### config.mk
export PLATFORM = sky130hd
export DESIGN_NAME = alu_req_arbiter
export DESIGN_NICKNAME = d
export VERILOG_FILES = /design/src/rtl/alu_req_arbiter.sv
export SDC_FILE = /design/constraint.sdc
export NUM_CORES = 1
export LEC_CHECK = 0
export CELL_PAD_IN_SITES_DETAIL_PLACEMENT = 1
export CELL_PAD_IN_SITES_GLOBAL_PLACEMENT = 1
export CORE_ASPECT_RATIO = 1.75
export CORE_MARGIN = 2
export CORE_UTILIZATION = 29
export CTS_CLUSTER_DIAMETER = 150
export DETAILED_ROUTE_END_ITERATION = 8
export PLACE_DENSITY = 0.9
export SETUP_SLACK_MARGIN = 0.5
export SLEW_MARGIN = 20
export SYNTH_ARGS = -nofsm -noshare
export SYNTH_HDL_FRONTEND = slang
export SYNTH_SLANG_ARGS = --single-unit
### constraint.sdc
create_clock -name clk_i -period 2.5 [get_ports clk_i]
set_input_delay 0.5 -clock clk_i [delete_from_list [all_inputs] [get_ports clk_i]]
set_output_delay 0.5 -clock clk_i [all_outputs]
set_load 0.02 [all_outputs]
### src/rtl/alu_req_arbiter.sv
// Round-robin arbiter/sequencer sharing one ALU between PORTS requesters.
// One operation in flight at a time; a watchdog aborts operations whose
// result never arrives and reports ERR to the owning port instead.
module alu_req_arbiter #(
    parameter int PORTS      = 4,
    parameter int DATA_WIDTH = 8,
    parameter int TIMEOUT    = 64
) (
    input  logic                        clk_i,
    input  logic                        rst_i,
    input  logic [PORTS-1:0]            req_i,
    input  logic [4*PORTS-1:0]          req_op_i,
    input  logic [2*PORTS-1:0]          req_movi_i,
    input  logic [DATA_WIDTH*PORTS-1:0] req_a_i,
    input  logic [DATA_WIDTH*PORTS-1:0] req_b_i,
    output logic [PORTS-1:0]            gnt_o,
    output logic [PORTS-1:0]            rsp_vld_o,
    output logic [DATA_WIDTH-1:0]       rsp_data_o,
    output logic [PORTS-1:0]            err_o,
    output logic                        busy_o,
    output logic                        act_o,
    output logic [3:0]                  op_o,
    output logic [1:0]                  movi_o,
    output logic [DATA_WIDTH-1:0]       reg_a_o,
    output logic [DATA_WIDTH-1:0]       reg_b_o,
    output logic [DATA_WIDTH-1:0]       mem_o,
    output logic [DATA_WIDTH-1:0]       imm_o,
    input  logic                        alu_rdy_i,
    input  logic [DATA_WIDTH-1:0]       ex_alu_i,
    input  logic                        ex_alu_vld_i
);

    localparam int PW = (PORTS > 1) ? $clog2(PORTS) : 1;
    localparam int CW = (TIMEOUT > 1) ? $clog2(TIMEOUT) : 1;

    typedef enum logic [1:0] {
        S_IDLE  = 2'd0,
        S_ISSUE = 2'd1,
        S_WAIT  = 2'd2
    } state_t;

    state_t                state_q, state_d;
    logic [PW-1:0]         ptr_q, ptr_d;
    logic [PW-1:0]         owner_q, owner_d;
    logic [3:0]            op_q, op_d;
    logic [1:0]            movi_q, movi_d;
    logic [DATA_WIDTH-1:0] a_q, a_d;
    logic [DATA_WIDTH-1:0] b_q, b_d;
    logic [CW-1:0]         cnt_q, cnt_d;
    logic [DATA_WIDTH-1:0] rsp_data_q, rsp_data_d;
    logic [PORTS-1:0]      rsp_vld_q, rsp_vld_d;
    logic [PORTS-1:0]      err_q, err_d;

    // Per-port views of the flattened request buses
    logic [3:0]            port_op   [PORTS];
    logic [1:0]            port_movi [PORTS];
    logic [DATA_WIDTH-1:0] port_a    [PORTS];
    logic [DATA_WIDTH-1:0] port_b    [PORTS];

    genvar gi;
    generate
        for (gi = 0; gi < PORTS; gi++) begin : g_unpack
            assign port_op[gi]   = req_op_i[4*gi +: 4];
            assign port_movi[gi] = req_movi_i[2*gi +: 2];
            assign port_a[gi]    = req_a_i[DATA_WIDTH*gi +: DATA_WIDTH];
            assign port_b[gi]    = req_b_i[DATA_WIDTH*gi +: DATA_WIDTH];
        end
    endgenerate

    logic [PW-1:0] sel;
    logic          found;

    // Round-robin search: first pending port after ptr, wrapping around
    always_comb begin
        int unsigned   idx;
        logic [PW-1:0] idx_pw;
        sel    = ptr_q;
        found  = 1'b0;
        idx    = 0;
        idx_pw = '0;
        for (int unsigned k = 1; k <= PORTS; k++) begin
            idx    = (int'(ptr_q) + k) % PORTS;
            idx_pw = PW'(idx);
            if (!found && req_i[idx_pw]) begin
                found = 1'b1;
                sel   = idx_pw;
            end
        end
    end

    // Next-state and capture logic for the IDLE/ISSUE/WAIT sequencer
    always_comb begin
        state_d    = state_q;
        ptr_d      = ptr_q;
        owner_d    = owner_q;
        op_d       = op_q;
        movi_d     = movi_q;
        a_d        = a_q;
        b_d        = b_q;
        cnt_d      = cnt_q;
        rsp_data_d = rsp_data_q;
        rsp_vld_d  = '0;
        err_d      = '0;
        case (state_q)
            S_IDLE: begin
                // ALU_RDY only matters here; a result arriving now is stray
                if (found && alu_rdy_i) begin
                    owner_d = sel;
                    ptr_d   = sel;
                    op_d    = port_op[sel];
                    movi_d  = port_movi[sel];
                    a_d     = port_a[sel];
                    b_d     = port_b[sel];
                    state_d = S_ISSUE;
                end
            end
            S_ISSUE: begin
                cnt_d   = '0;
                state_d = S_WAIT;
            end
            S_WAIT: begin
                // A result on the timeout cycle still counts as a result
                if (ex_alu_vld_i) begin
                    rsp_data_d         = ex_alu_i;
                    rsp_vld_d[owner_q] = 1'b1;
                    state_d            = S_IDLE;
                end else if (cnt_q == CW'(TIMEOUT - 1)) begin
                    err_d[owner_q] = 1'b1;
                    state_d        = S_IDLE;
                end else begin
                    cnt_d = cnt_q + CW'(1);
                end
            end
            default: state_d = S_IDLE;
        endcase
    end

    // State and datapath registers; reset abandons any op in flight
    always_ff @(posedge clk_i or posedge rst_i) begin
        if (rst_i) begin
            state_q    <= S_IDLE;
            ptr_q      <= PW'(PORTS - 1);
            owner_q    <= '0;
            op_q       <= '0;
            movi_q     <= '0;
            a_q        <= '0;
            b_q        <= '0;
            cnt_q      <= '0;
            rsp_data_q <= '0;
            rsp_vld_q  <= '0;
            err_q      <= '0;
        end else begin
            state_q    <= state_d;
            ptr_q      <= ptr_d;
            owner_q    <= owner_d;
            op_q       <= op_d;
            movi_q     <= movi_d;
            a_q        <= a_d;
            b_q        <= b_d;
            cnt_q      <= cnt_d;
            rsp_data_q <= rsp_data_d;
            rsp_vld_q  <= rsp_vld_d;
            err_q      <= err_d;
        end
    end

    // Grant and activate are decoded straight from the ISSUE state
    always_comb begin
        gnt_o = '0;
        if (state_q == S_ISSUE) begin
            gnt_o[owner_q] = 1'b1;
        end
    end

    assign act_o      = (state_q == S_ISSUE);
    assign busy_o     = (state_q != S_IDLE);
    assign op_o       = op_q;
    assign movi_o     = movi_q;
    assign reg_a_o    = a_q;
    assign reg_b_o    = b_q;
    assign mem_o      = b_q;
    assign imm_o      = b_q;
    assign rsp_data_o = rsp_data_q;
    assign rsp_vld_o  = rsp_vld_q;
    assign err_o      = err_q;

endmodule

==> results.py <==
metrics = {
    "clocking": {
        "root_buffer": "clkbuf_16",
        "cts_max_level": 2,
        "clock_sinks": 50,
        "cts_buffers": 5,
        "clk_latency_ps": 300,
        "clockBufferDepth": 2,
        "cts_tree": "yes",
        "clk_pin_slew_ps": 70,
        "hold_buffers": 0,
    },
    "die": {
        "fp.dieH_um": 142,
        "io_pins": 164,
        "core-area_um2": 10600,
        "die_w_um": 82.9,
        "initial_utilization_pct": 29.7,
        "die_area_um2": 11800,
        "num_rows": 50,
    },
    "power": {
        "intPower_mw": 3.13,
        "clock_power_share_pct": 13.0,
        "swShare_pct": 43.9,
        "p_comb_share_pct": 62.0,
        "ir_drop_mv": 0.511,
        "powerDensity_nw_per_um2": 1100,
        "seqPwrFrac_pct": 25.1,
        "p_sw_mw": 2.45,
        "leakagePower_nw": 2.07,
    },
    "critical_path": {
        "r2r_start": "ptr_q[0]$_DFFE_PP1P_",
        "crit_chain": "inv_1, ha_1, inv_1, nor3_1, clkbuf_2",
        "max_stage_delay_ps": 400,
        "cpMostUsedCell": "inv_1",
        "required_ps": 2000,
        "cp_data_arrival_time_ps": 1470,
        "setup.worst_path.class": "flip-flop to output pin",
        "critPathLaunch": "state_q[1]$_DFFE_PP0P_",
        "cpMaxStageDelayCell": "dfrtp_1",
        "crit_path_end_kind": "output pin",
        "critical_path.max_fanout": 5,
        "setup.worst_path.start_class": "flip-flop",
        "path_buf_inv": 3,
        "crit_family": "flip-flops",
    },
    "timing": {
        "finClkSkew_ps": 7.91,
        "rsz0062_at_grt": "yes",
        "relSlewSlack_pct": 61.2,
        "min_period_ps": 1970,
        "setup_viol": 0,
        "drv_slew": 0,
        "min_period_over_period_pct": 78.6,
        "tightest_slew_ps": 581,
        "tns_ps": 0,
        "max_freq_mhz": 509,
        "hold_violations": 0,
    },
    "drt": {
        "initialDrtViolationCount": 124,
        "vias": 3248,
        "wl_per_cell_um": 21.7,
        "ant_nets": 0,
        "drt_first_pass_iters": 4,
        "drc": 0,
        "routed_via_density": 5.47,
        "drt_wl_total_um": 12900,
    },
    "global_routing": {
        "antenna_found_initial": 0,
        "grt_pass1_wl_um": 19700,
        "grt_use_met3_pct": 5.39,
        "use_met1_pct": 19.8,
        "grt_use_met2_pct": 42.5,
        "grt_max_degree": 30,
        "top_usage_layer": "met2",
        "grt_pass1_vias": 3662,
        "grt_overflow_total": 0,
        "track_usage_pct": 21.2,
    },
    "synthesis": {
        "synthCells": 317,
        "synth_area_leader_cell": "dfrtp_1",
        "synth_nets": 426,
        "synth_top_area_share_pct": 38.0,
        "synth_area_leaders": "dfrtp_1 (38%), a211oi_2 (7.5%), mux2i_1 (7.0%)",
        "ys.flop_type": "dfrtp_1",
        "syn-cell-area_um2": 3160,
        "yosys_warnings": 0,
        "avgSynthCellArea_um2": 9.97,
        "synth.distinct_cells": 35,
        "synth-edff-count": 0,
        "synth_common_cells": "dfrtp_1 (48), inv_1 (29), a31oi_1 (23)",
        "synthArstFlopShare_pct": 100,
        "synth-seq-cells": 50,
        "synth_most_common_cell": "dfrtp_1",
        "yosysSeqAreaShare_pct": 39.7,
    },
    "finish": {
        "layout-drive-gt1-share_pct": 16.4,
        "area_delta_synth_final_pct": 60.8,
        "fin_area_um2": 5080,
        "antenna_cells": 0,
        "nNetsFinal": 572,
    },
    "placement": {
        "place_hpwl_um": 9340,
        "gp_congestion": 0.769,
        "placed_area_um2": 4840,
        "io_buffers": 163,
    },
    "status": {
        "status": "completed",
    },
    "min_path": {
        "min_path_type": "flip-flop to flip-flop",
        "hold_start": "rsp_data_o[4]$_DFFE_PP0P_",
    },
    "job": {
        "cap_violations": 0,
    },
}
-- timing repair --
action / in CTS / in global routing
setup endpoints to repair: 32 / 16
gates resized for setup: 26 / 14
gates cloned: 3 / 0
pin swaps: 1 / 3
setup buffers: 1 / 1
-- cell type report --
class / count / area (µm²)
Fill cell: 1202 / 5550
Multi-Input combinational cell: 199 / 1590
Tap cell: 130 / 163
Timing Repair Buffer: 178 / 1820
Inverter: 29 / 109
Clock buffer: 7 / 143
Sequential cell: 50 / 1250
Clock inverter: 1 / 5.00
-- registers in the layout, indices dropped and copies added (netlist names) --
register,cells
imm_o,8
reg_a_o,8
rsp_data_o,8
cnt_q,6
err_o,4
op_o,4
rsp_vld_o,4
movi_o,2
owner_q,2
ptr_q,2
state_q,2
-- routing by layer --
layer / vias up / wire length, µm
li1: 1473 / -
met5: - / 0
met1: 1588 / 4300
met3: 33 / 819
met2: 154 / 7340
met4: 0 / 416
-- final timing paths --
path | to | slack, ps | cells after the start
setup / recovery | gnt_o[0] | 530 | 5
hold / removal | rsp_data_o[4]$_DFFE_PP0P_ | 510 | 1
setup reg to reg | reg_a_o[3]$_DFFE_PP0P_ | 550 | 6
hold reg to reg | rsp_data_o[4]$_DFFE_PP0P_ | 510 | 1
max in group asynchronous | ptr_q[1]$_DFFE_PP1P_ | 1270 | 3
min in group asynchronous | op_o[3]$_DFFE_PP0P_ | 590 | 2
-- cells by family (layout without fill, tap and decap cells) --
group / Yosys count / in the layout / share of synthesized area, %
fa+ha+maj: 5 / 5 / 1.98
buf+inv: 69 / 215 / 11.8
compound gates: 94 / 94 / 24.5
mux: 32 / 32 / 10.5
simple gates: 67 / 68 / 11.4
flops: 50 / 50 / 39.7
-- placed cells by master (no fill, tap or decap), types with 2 or more instances in the layout --
| cell type | instances |
|---|---|
| clkdlybuf4s50_1 | 153 |
| a22o_1 | 4 |
| mux2i_1 | 19 |
| mux2i_2 | 3 |
| a211oi_2 | 19 |
| nand3_1 | 3 |
| nor3_1 | 4 |
| buf_12 | 5 |
| buf_2 | 3 |
| dfrtp_1 | 48 |
| a211oi_1 | 4 |
| o21ai_0 | 6 |
| nor2_1 | 16 |
| nor2b_1 | 2 |
| dlygate4sd2_1 | 3 |
| mux2_2 | 10 |
| inv_1 | 28 |
| a31oi_1 | 23 |
| nor4_1 | 20 |
| nand2_1 | 9 |
| clkbuf_2 | 3 |
| clkbuf_16 | 5 |
| o32ai_1 | 21 |
| a21oi_1 | 4 |
| o2bb2ai_1 | 2 |
| and2_4 | 2 |
| a21o_1 | 5 |
| buf_16 | 2 |
| o21ai_2 | 3 |
| ha_1 | 4 |
| buf_4 | 7 |
| dfstp_2 | 2 |
| nand2b_1 | 4 |
-- metrics by stage --
step / util (%) / setup WS, ps / std cells / power (mW) / hold WS, ps
after CTS: 47.6 / 361 / 593 / 5.61 / 513
after global placement: 45.5 / 103 / 581 / 4.65 / 488
after floorplan: - / 517 / 317 / 3.42 / 473
after detailed placement: 45.5 / 34.4 / 581 / 4.78 / 500
final: 47.8 / 535 / 594 / 5.58 / 512
after global routing: 47.8 / 439 / 594 / 5.87 / 527
-- power groups by stage --
| stage | logic, mW | registers, mW | clock network (mW) |
|---|---|---|---|
| 2_1_floorplan | 1.78 | 1.65 | 0 |
| 3_3_place_gp | 3.26 | 1.38 | 0 |
| 3_5_place_dp | 3.38 | 1.41 | 0 |
| 4_1_cts | 3.47 | 1.40 | 0.733 |
| 5_1_grt | 3.66 | 1.44 | 0.763 |
| 6_report | 3.45 | 1.40 | 0.723 |
No activity file was read; power rests on OpenSTA's default activity.
